File: src/rtl/mc_ctrl_pkg.sv
// Shared encodings for the multi-cycle MIPS controller: state codes, opcodes,
// mux/ALU select values and the per-cycle control word.
package mc_ctrl_pkg;

    typedef enum logic [3:0] {
        S_FETCH  = 4'd0,
        S_DECODE = 4'd1,
        S_MEMADR = 4'd2,
        S_MEMRD  = 4'd3,
        S_MEMWB  = 4'd4,
        S_MEMWR  = 4'd5,
        S_EXEC   = 4'd6,
        S_ALUWB  = 4'd7,
        S_BEQ    = 4'd8,
        S_BNE    = 4'd9,
        S_ADDIEX = 4'd10,
        S_ADDIWB = 4'd11,
        S_JUMP   = 4'd12
    } state_t;

    localparam logic [5:0] OP_RTYPE = 6'b000000;
    localparam logic [5:0] OP_LW    = 6'b100011;
    localparam logic [5:0] OP_SW    = 6'b101011;
    localparam logic [5:0] OP_BEQ   = 6'b000100;
    localparam logic [5:0] OP_BNE   = 6'b000101;
    localparam logic [5:0] OP_ADDI  = 6'b001000;
    localparam logic [5:0] OP_J     = 6'b000010;

    localparam logic [1:0] ALUOP_ADD   = 2'b00;
    localparam logic [1:0] ALUOP_SUB   = 2'b01;
    localparam logic [1:0] ALUOP_FUNCT = 2'b10;

    localparam logic [1:0] SRCB_B     = 2'b00;
    localparam logic [1:0] SRCB_FOUR  = 2'b01;
    localparam logic [1:0] SRCB_IMM   = 2'b10;
    localparam logic [1:0] SRCB_IMMSH = 2'b11;

    localparam logic [1:0] PCSRC_ALU    = 2'b00;
    localparam logic [1:0] PCSRC_ALUOUT = 2'b01;
    localparam logic [1:0] PCSRC_JUMP   = 2'b10;

    typedef struct packed {
        logic       pcwrite;
        logic       pcwritecond;
        logic       iord;
        logic       memread;
        logic       memwrite;
        logic       irwrite;
        logic       regdst;
        logic       memtoreg;
        logic       regwrite;
        logic       alusrca;
        logic [1:0] alusrcb;
        logic [1:0] aluop;
        logic [1:0] pcsource;
        logic       instrdone;
    } ctrl_t;

    function automatic logic op_supported(input logic [5:0] op);
        return (op == OP_RTYPE) || (op == OP_LW) || (op == OP_SW) || (op == OP_BEQ) ||
               (op == OP_BNE) || (op == OP_ADDI) || (op == OP_J);
    endfunction

endpackage

File: src/rtl/mc_ctrl_decode.sv
// Pure Moore decode: maps the current state to its datapath control word.
module mc_ctrl_decode
    import mc_ctrl_pkg::*;
(
    input  state_t state,
    output ctrl_t  cw
);

    always_comb begin
        cw = '0;
        case (state)
            S_FETCH: begin
                cw.memread  = 1'b1;
                cw.irwrite  = 1'b1;
                cw.alusrcb  = SRCB_FOUR;
                cw.pcsource = PCSRC_ALU;
                cw.pcwrite  = 1'b1;
            end
            S_DECODE: begin
                cw.alusrcb = SRCB_IMMSH;
                cw.aluop   = ALUOP_ADD;
            end
            S_MEMADR, S_ADDIEX: begin
                cw.alusrca = 1'b1;
                cw.alusrcb = SRCB_IMM;
            end
            S_MEMRD: begin
                cw.memread = 1'b1;
                cw.iord    = 1'b1;
            end
            S_MEMWB: begin
                cw.memtoreg  = 1'b1;
                cw.regwrite  = 1'b1;
                cw.instrdone = 1'b1;
            end
            S_MEMWR: begin
                cw.memwrite  = 1'b1;
                cw.iord      = 1'b1;
                cw.instrdone = 1'b1;
            end
            S_EXEC: begin
                cw.alusrca = 1'b1;
                cw.alusrcb = SRCB_B;
                cw.aluop   = ALUOP_FUNCT;
            end
            S_ALUWB: begin
                cw.regdst    = 1'b1;
                cw.regwrite  = 1'b1;
                cw.instrdone = 1'b1;
            end
            // Branch polarity (beq vs bne) is resolved in the top against Zero.
            S_BEQ, S_BNE: begin
                cw.alusrca     = 1'b1;
                cw.aluop       = ALUOP_SUB;
                cw.pcwritecond = 1'b1;
                cw.pcsource    = PCSRC_ALUOUT;
                cw.instrdone   = 1'b1;
            end
            S_ADDIWB: begin
                cw.regwrite  = 1'b1;
                cw.instrdone = 1'b1;
            end
            S_JUMP: begin
                cw.pcwrite   = 1'b1;
                cw.pcsource  = PCSRC_JUMP;
                cw.instrdone = 1'b1;
            end
            default: cw = '0;
        endcase
    end

endmodule

File: src/rtl/multicycle_controller.sv
// Multi-cycle MIPS control FSM: state register, opcode-driven sequencing,
// reset gating of every output and the PC load enable.
module multicycle_controller
    import mc_ctrl_pkg::*;
(
    input  logic       Clk,
    input  logic       Rst,
    input  logic [5:0] Opcode,
    input  logic       Zero,
    output logic       PCEn,
    output logic       IorD,
    output logic       MemRead,
    output logic       MemWrite,
    output logic       IRWrite,
    output logic       RegDst,
    output logic       MemtoReg,
    output logic       RegWrite,
    output logic       ALUSrcA,
    output logic [1:0] ALUSrcB,
    output logic [1:0] ALUOp,
    output logic [1:0] PCSource,
    output logic       InstrDone,
    output logic       IllegalOp,
    output logic [3:0] State
);

    state_t state_q;
    state_t state_d;
    logic   run;
    ctrl_t  cw;
    logic   illegal;
    logic   branch_ok;

    // run is cleared asynchronously with the state so outputs drop the instant
    // Rst rises, and it holds FETCH for one edge after release so the first
    // fetch word appears only in the cycle following that edge.
    always_ff @(posedge Clk or posedge Rst) begin
        if (Rst) begin
            run     <= 1'b0;
            state_q <= S_FETCH;
        end else begin
            run     <= 1'b1;
            state_q <= run ? state_d : S_FETCH;
        end
    end

    always_comb begin
        state_d = S_FETCH;
        case (state_q)
            S_FETCH: state_d = S_DECODE;
            S_DECODE: begin
                case (Opcode)
                    OP_LW, OP_SW: state_d = S_MEMADR;
                    OP_RTYPE:     state_d = S_EXEC;
                    OP_BEQ:       state_d = S_BEQ;
                    OP_BNE:       state_d = S_BNE;
                    OP_ADDI:      state_d = S_ADDIEX;
                    OP_J:         state_d = S_JUMP;
                    default:      state_d = S_FETCH;
                endcase
            end
            S_MEMADR: state_d = (Opcode == OP_LW) ? S_MEMRD : S_MEMWR;
            S_MEMRD:  state_d = S_MEMWB;
            S_EXEC:   state_d = S_ALUWB;
            S_ADDIEX: state_d = S_ADDIWB;
            default:  state_d = S_FETCH;
        endcase
    end

    mc_ctrl_decode u_decode (
        .state (state_q),
        .cw    (cw)
    );

    assign illegal   = (state_q == S_DECODE) && !op_supported(Opcode);
    assign branch_ok = (state_q == S_BNE) ? ~Zero : Zero;

    assign PCEn      = run & (cw.pcwrite | (cw.pcwritecond & branch_ok));
    assign IorD      = run & cw.iord;
    assign MemRead   = run & cw.memread;
    assign MemWrite  = run & cw.memwrite;
    assign IRWrite   = run & cw.irwrite;
    assign RegDst    = run & cw.regdst;
    assign MemtoReg  = run & cw.memtoreg;
    assign RegWrite  = run & cw.regwrite;
    assign ALUSrcA   = run & cw.alusrca;
    assign ALUSrcB   = run ? cw.alusrcb : 2'b00;
    assign ALUOp     = run ? cw.aluop : 2'b00;
    assign PCSource  = run ? cw.pcsource : 2'b00;
    assign InstrDone = run & (cw.instrdone | illegal);
    assign IllegalOp = run & illegal;
    assign State     = run ? state_q : 4'd0;

endmodule
File: config.mk
export PLATFORM = sky130hd
export DESIGN_NAME = multicycle_controller
export DESIGN_NICKNAME = d
export VERILOG_FILES = /design/src/rtl/mc_ctrl_pkg.sv /design/src/rtl/mc_ctrl_decode.sv /design/src/rtl/multicycle_controller.sv
export SDC_FILE = /design/constraint.sdc
export NUM_CORES = 1
export LEC_CHECK = 0
export ABC_CLOCK_PERIOD_IN_PS = 3600
export CORE_MARGIN = 4
export CORE_UTILIZATION = 42
export DETAILED_ROUTE_END_ITERATION = 12
export PLACE_DENSITY = 0.89
export SLEW_MARGIN = 30
export SYNTH_ARGS = -nofsm -noshare
export SYNTH_HDL_FRONTEND = slang
export SYNTH_SLANG_ARGS = --single-unit
File: constraint.sdc
create_clock -name Clk -period 3.6 [get_ports Clk]
set_clock_uncertainty 0.2 [all_clocks]
set_input_delay 0.36 -clock Clk [delete_from_list [all_inputs] [get_ports Clk]]
set_output_delay 0.36 -clock Clk [all_outputs]
set_load 0.02 [all_outputs]
==> key figures <==
STA
  – Post-route setup TNS: 0 ns
  – Setup-failing EPs final: 0
  – Fmax: 0.357 GHz
  – Max-slew violation count: 0
  – Final hold vios: 0
  – Slew @ Worst Pin: 0.533 ns
  – RSZ-0062 raised after global routing: no
  – Slew margin rel.: 0.645
  – Tcrit/Tclk final: 0.777
  – Post-layout min period: 2.80 ns
  – Worst setup margin: 0.802 ns

Yosys
  – YS warnings: 0
  – Cells after Synth: 90
  – Net count after synthesis: 99
  – Most common flop cell mapped by yosys: dfrtp_1
  – EDFF count, synth: 0
  – Number of distinct library cells after synthesis: 33
  – Seq/Total Area, Yosys: 0.207
  – Synth Cell Area: 606 um^2
  – Ys async rst share: 1.00
  – Synth Register Bits: 5
  – Synthesized area per cell: 6.73 um^2

Global routing
  – Vias in the first global route: 626
  – First-pass GRT wire length: 2.71 mm
  – Gr usage total: 0.171
  – Antenna violations before repair: 0
  – Largest net degree at the start of global routing: 19
  – Gr ovfl total: 0

Clocking
  – CTS tree: built
  – Worst-Skew Late Latency: 0.25 ns
  – CTS resizes: 0
  – CTS H-tree lvls: 1
  – Clk root buf: clkbuf_4
  – Clock transition at path regs: 0.05 ns
  – Num CTS Buffers: 3
  – Setup bufs post-CTS: 0
  – CTS Sinks: 5
  – Max Buffers Root-to-Sink: 2
  – Post-CTS Hold Buffers: 0

Die
  – Starting Density: 0.454
  – CORE AREA: 1330 um^2
  – Die X: 46.0 um
  – Die ar.: 2110 um^2
  – Placement Rows: 13
  – I/O pin cnt: 30
  – Die H: 46.0 um

Final layout
  – NumNets Final: 125
  – Layout cell share with drive strength beyond 1: 0.0348
  – Area growth from synthesis to layout: 48.1%
  – Fin area: 897 um^2
  – Number of diodes: 0
  – Final Util: 0.673

Detailed routing
  – 1st-iter DRT viols: 16
  – Vias: 727
  – Initial DRT Pass Iterations: 4
  – Drt total wl: 1.58 mm
  – Routed Antenna Nets: 0
  – DR WL/cell: 12.1 um
  – DRC errors left: 0
  – Post-detailed-route via-to-cell ratio: 5.59

Critical path
  – Crit-path cells: nor2_1, and3_1, o211a_1, a31o_1, clkdlybuf4s50_1
  – Required @ worst endpoint: 3.04 ns
  – Startpoint class of the critical path: register
  – Crit. End Element: output port
  – Reg-to-reg slack, setup: 1.91 ns
  – Max Fanout on Critical Path: 17
  – CP max stage delay: 0.60 ns
  – Crit path DAT: 2.24 ns
  – Crit path kind: register to output port
  – Slowest-stage cell, CP: clkdlybuf4s50_1

Power and ir drop
  – Max VDD drop: 0.000249 V
  – Pwr/cell area: 210 nW/um^2
  – Total power: 0.188 mW
  – Leak: 0.388 nW

Place
  – Routability cong.: 0.847
  – Placed cell areas: 871 um^2
  – PortBufs: 29
  – DP HPWL: 1.22 mm
  – DP Worst Slack: 0.840 ns

Status
  – Outcome: finished, final reports clean

Job
  – Max Cap Viol: 0

Worst hold path
  – Worst Hold Class: input port to async pin
## flip-flops by register name, summed over array words and instances, names as in the netlist
signal,count
state_q,4
run,1
## cells in the final DEF, fill, tap and decap left out, types with 2 or more instances in the layout
| master | n |
|---|---|
| clkbuf_4 | 3 |
| nor2_1 | 9 |
| nand3_1 | 3 |
| dfrtp_1 | 5 |
| nand2b_1 | 2 |
| and2_1 | 6 |
| nor4_1 | 3 |
| and3_1 | 5 |
| xor2_1 | 2 |
| clkdlybuf4s50_1 | 29 |
| nor2b_1 | 4 |
| inv_1 | 6 |
| nor3_1 | 6 |
| a21oi_1 | 3 |
| o21ai_0 | 4 |
| nand2_1 | 8 |
## routing by layer
metal	up-vias	wire length, um	global-route usage
met3	4	172	0.0474
li1	360	-	-
met5	-	0	0
met2	39	716	0.261
met1	324	665	0.225
met4	0	23	0.0625
## power breakdown
group          internal (mW)  switching, mW  total, mW
registers             0.0581        0.00689     0.0650
logic                 0.0293         0.0279     0.0572
clock network         0.0419         0.0239     0.0658
total                  0.129         0.0586      0.188
## final cells by class
class | instances | area [um^2]
flip-flops and latches | 5 | 125
repair buffers | 29 | 290
multi-input cells | 71 | 414
inverters | 6 | 22.5
clock buffers | 4 | 26.3
well taps | 15 | 18.8
fillers | 131 | 437
## through the flow
| step | instances | hold WS (ns) |
|---|---|---|
| floorplan | 90 | -0.0615 |
| global placement | 126 | 0.365 |
| detailed placement | 126 | 0.371 |
| CTS | 130 | 0.102 |
| global route | 130 | 0.112 |
| finish | 130 | 0.109 |
## cells in the mapped netlist (2+ instances only)
cell / count / share of area
nand2_1: 8 / 0.050
nor2_1: 9 / 0.056
nand3_1: 3 / 0.025
o21ai_0: 4 / 0.033
nor3_1: 6 / 0.050
nor4_1: 3 / 0.031
xor2_1: 2 / 0.029
buf_4: 2 / 0.025
and2_1: 6 / 0.062
nor2b_1: 4 / 0.041
buf_2: 5 / 0.041
and3_1: 5 / 0.052
a21oi_1: 3 / 0.025
dfrtp_1: 5 / 0.21
nand2b_1: 2 / 0.021
inv_1: 6 / 0.037
## worst max-delay path, delay by kind of cell (launching register included)
family / cells / cell delay [ns]
simple gates: 2 / 0.58
compound gates: 2 / 0.28
buf+inv: 1 / 0.60
flops: 1 / 0.55
## cells by family (layout without fill, tap and decap cells)
logic type,Yosys count,in the layout,synth area share
other,1,1,0.00619
xor gates and xnor gates,3,3,0.0434
DFF,5,5,0.207
and+or+nand+nor,51,51,0.444
AOI/OAI and AO/OA,15,15,0.174
buffers and inverters,14,39,0.109
adders and majority gates,1,1,0.0165
## path summary, 6_finish.rpt
kind,end,cells after the start,start
max,InstrDone,5,state_q[2]$_DFF_PP0_
min,state_q[0]$_DFF_PP0_,2,Rst
max reg2reg,state_q[0]$_DFF_PP0_,4,state_q[2]$_DFF_PP0_
min reg2reg,state_q[0]$_DFF_PP0_,1,run$_DFF_PP0_
max in group asynchronous,state_q[3]$_DFF_PP0_,2,Rst
min in group Clk,state_q[0]$_DFF_PP0_,1,run$_DFF_PP0_
No activity file was read; power rests on OpenSTA's default activity.
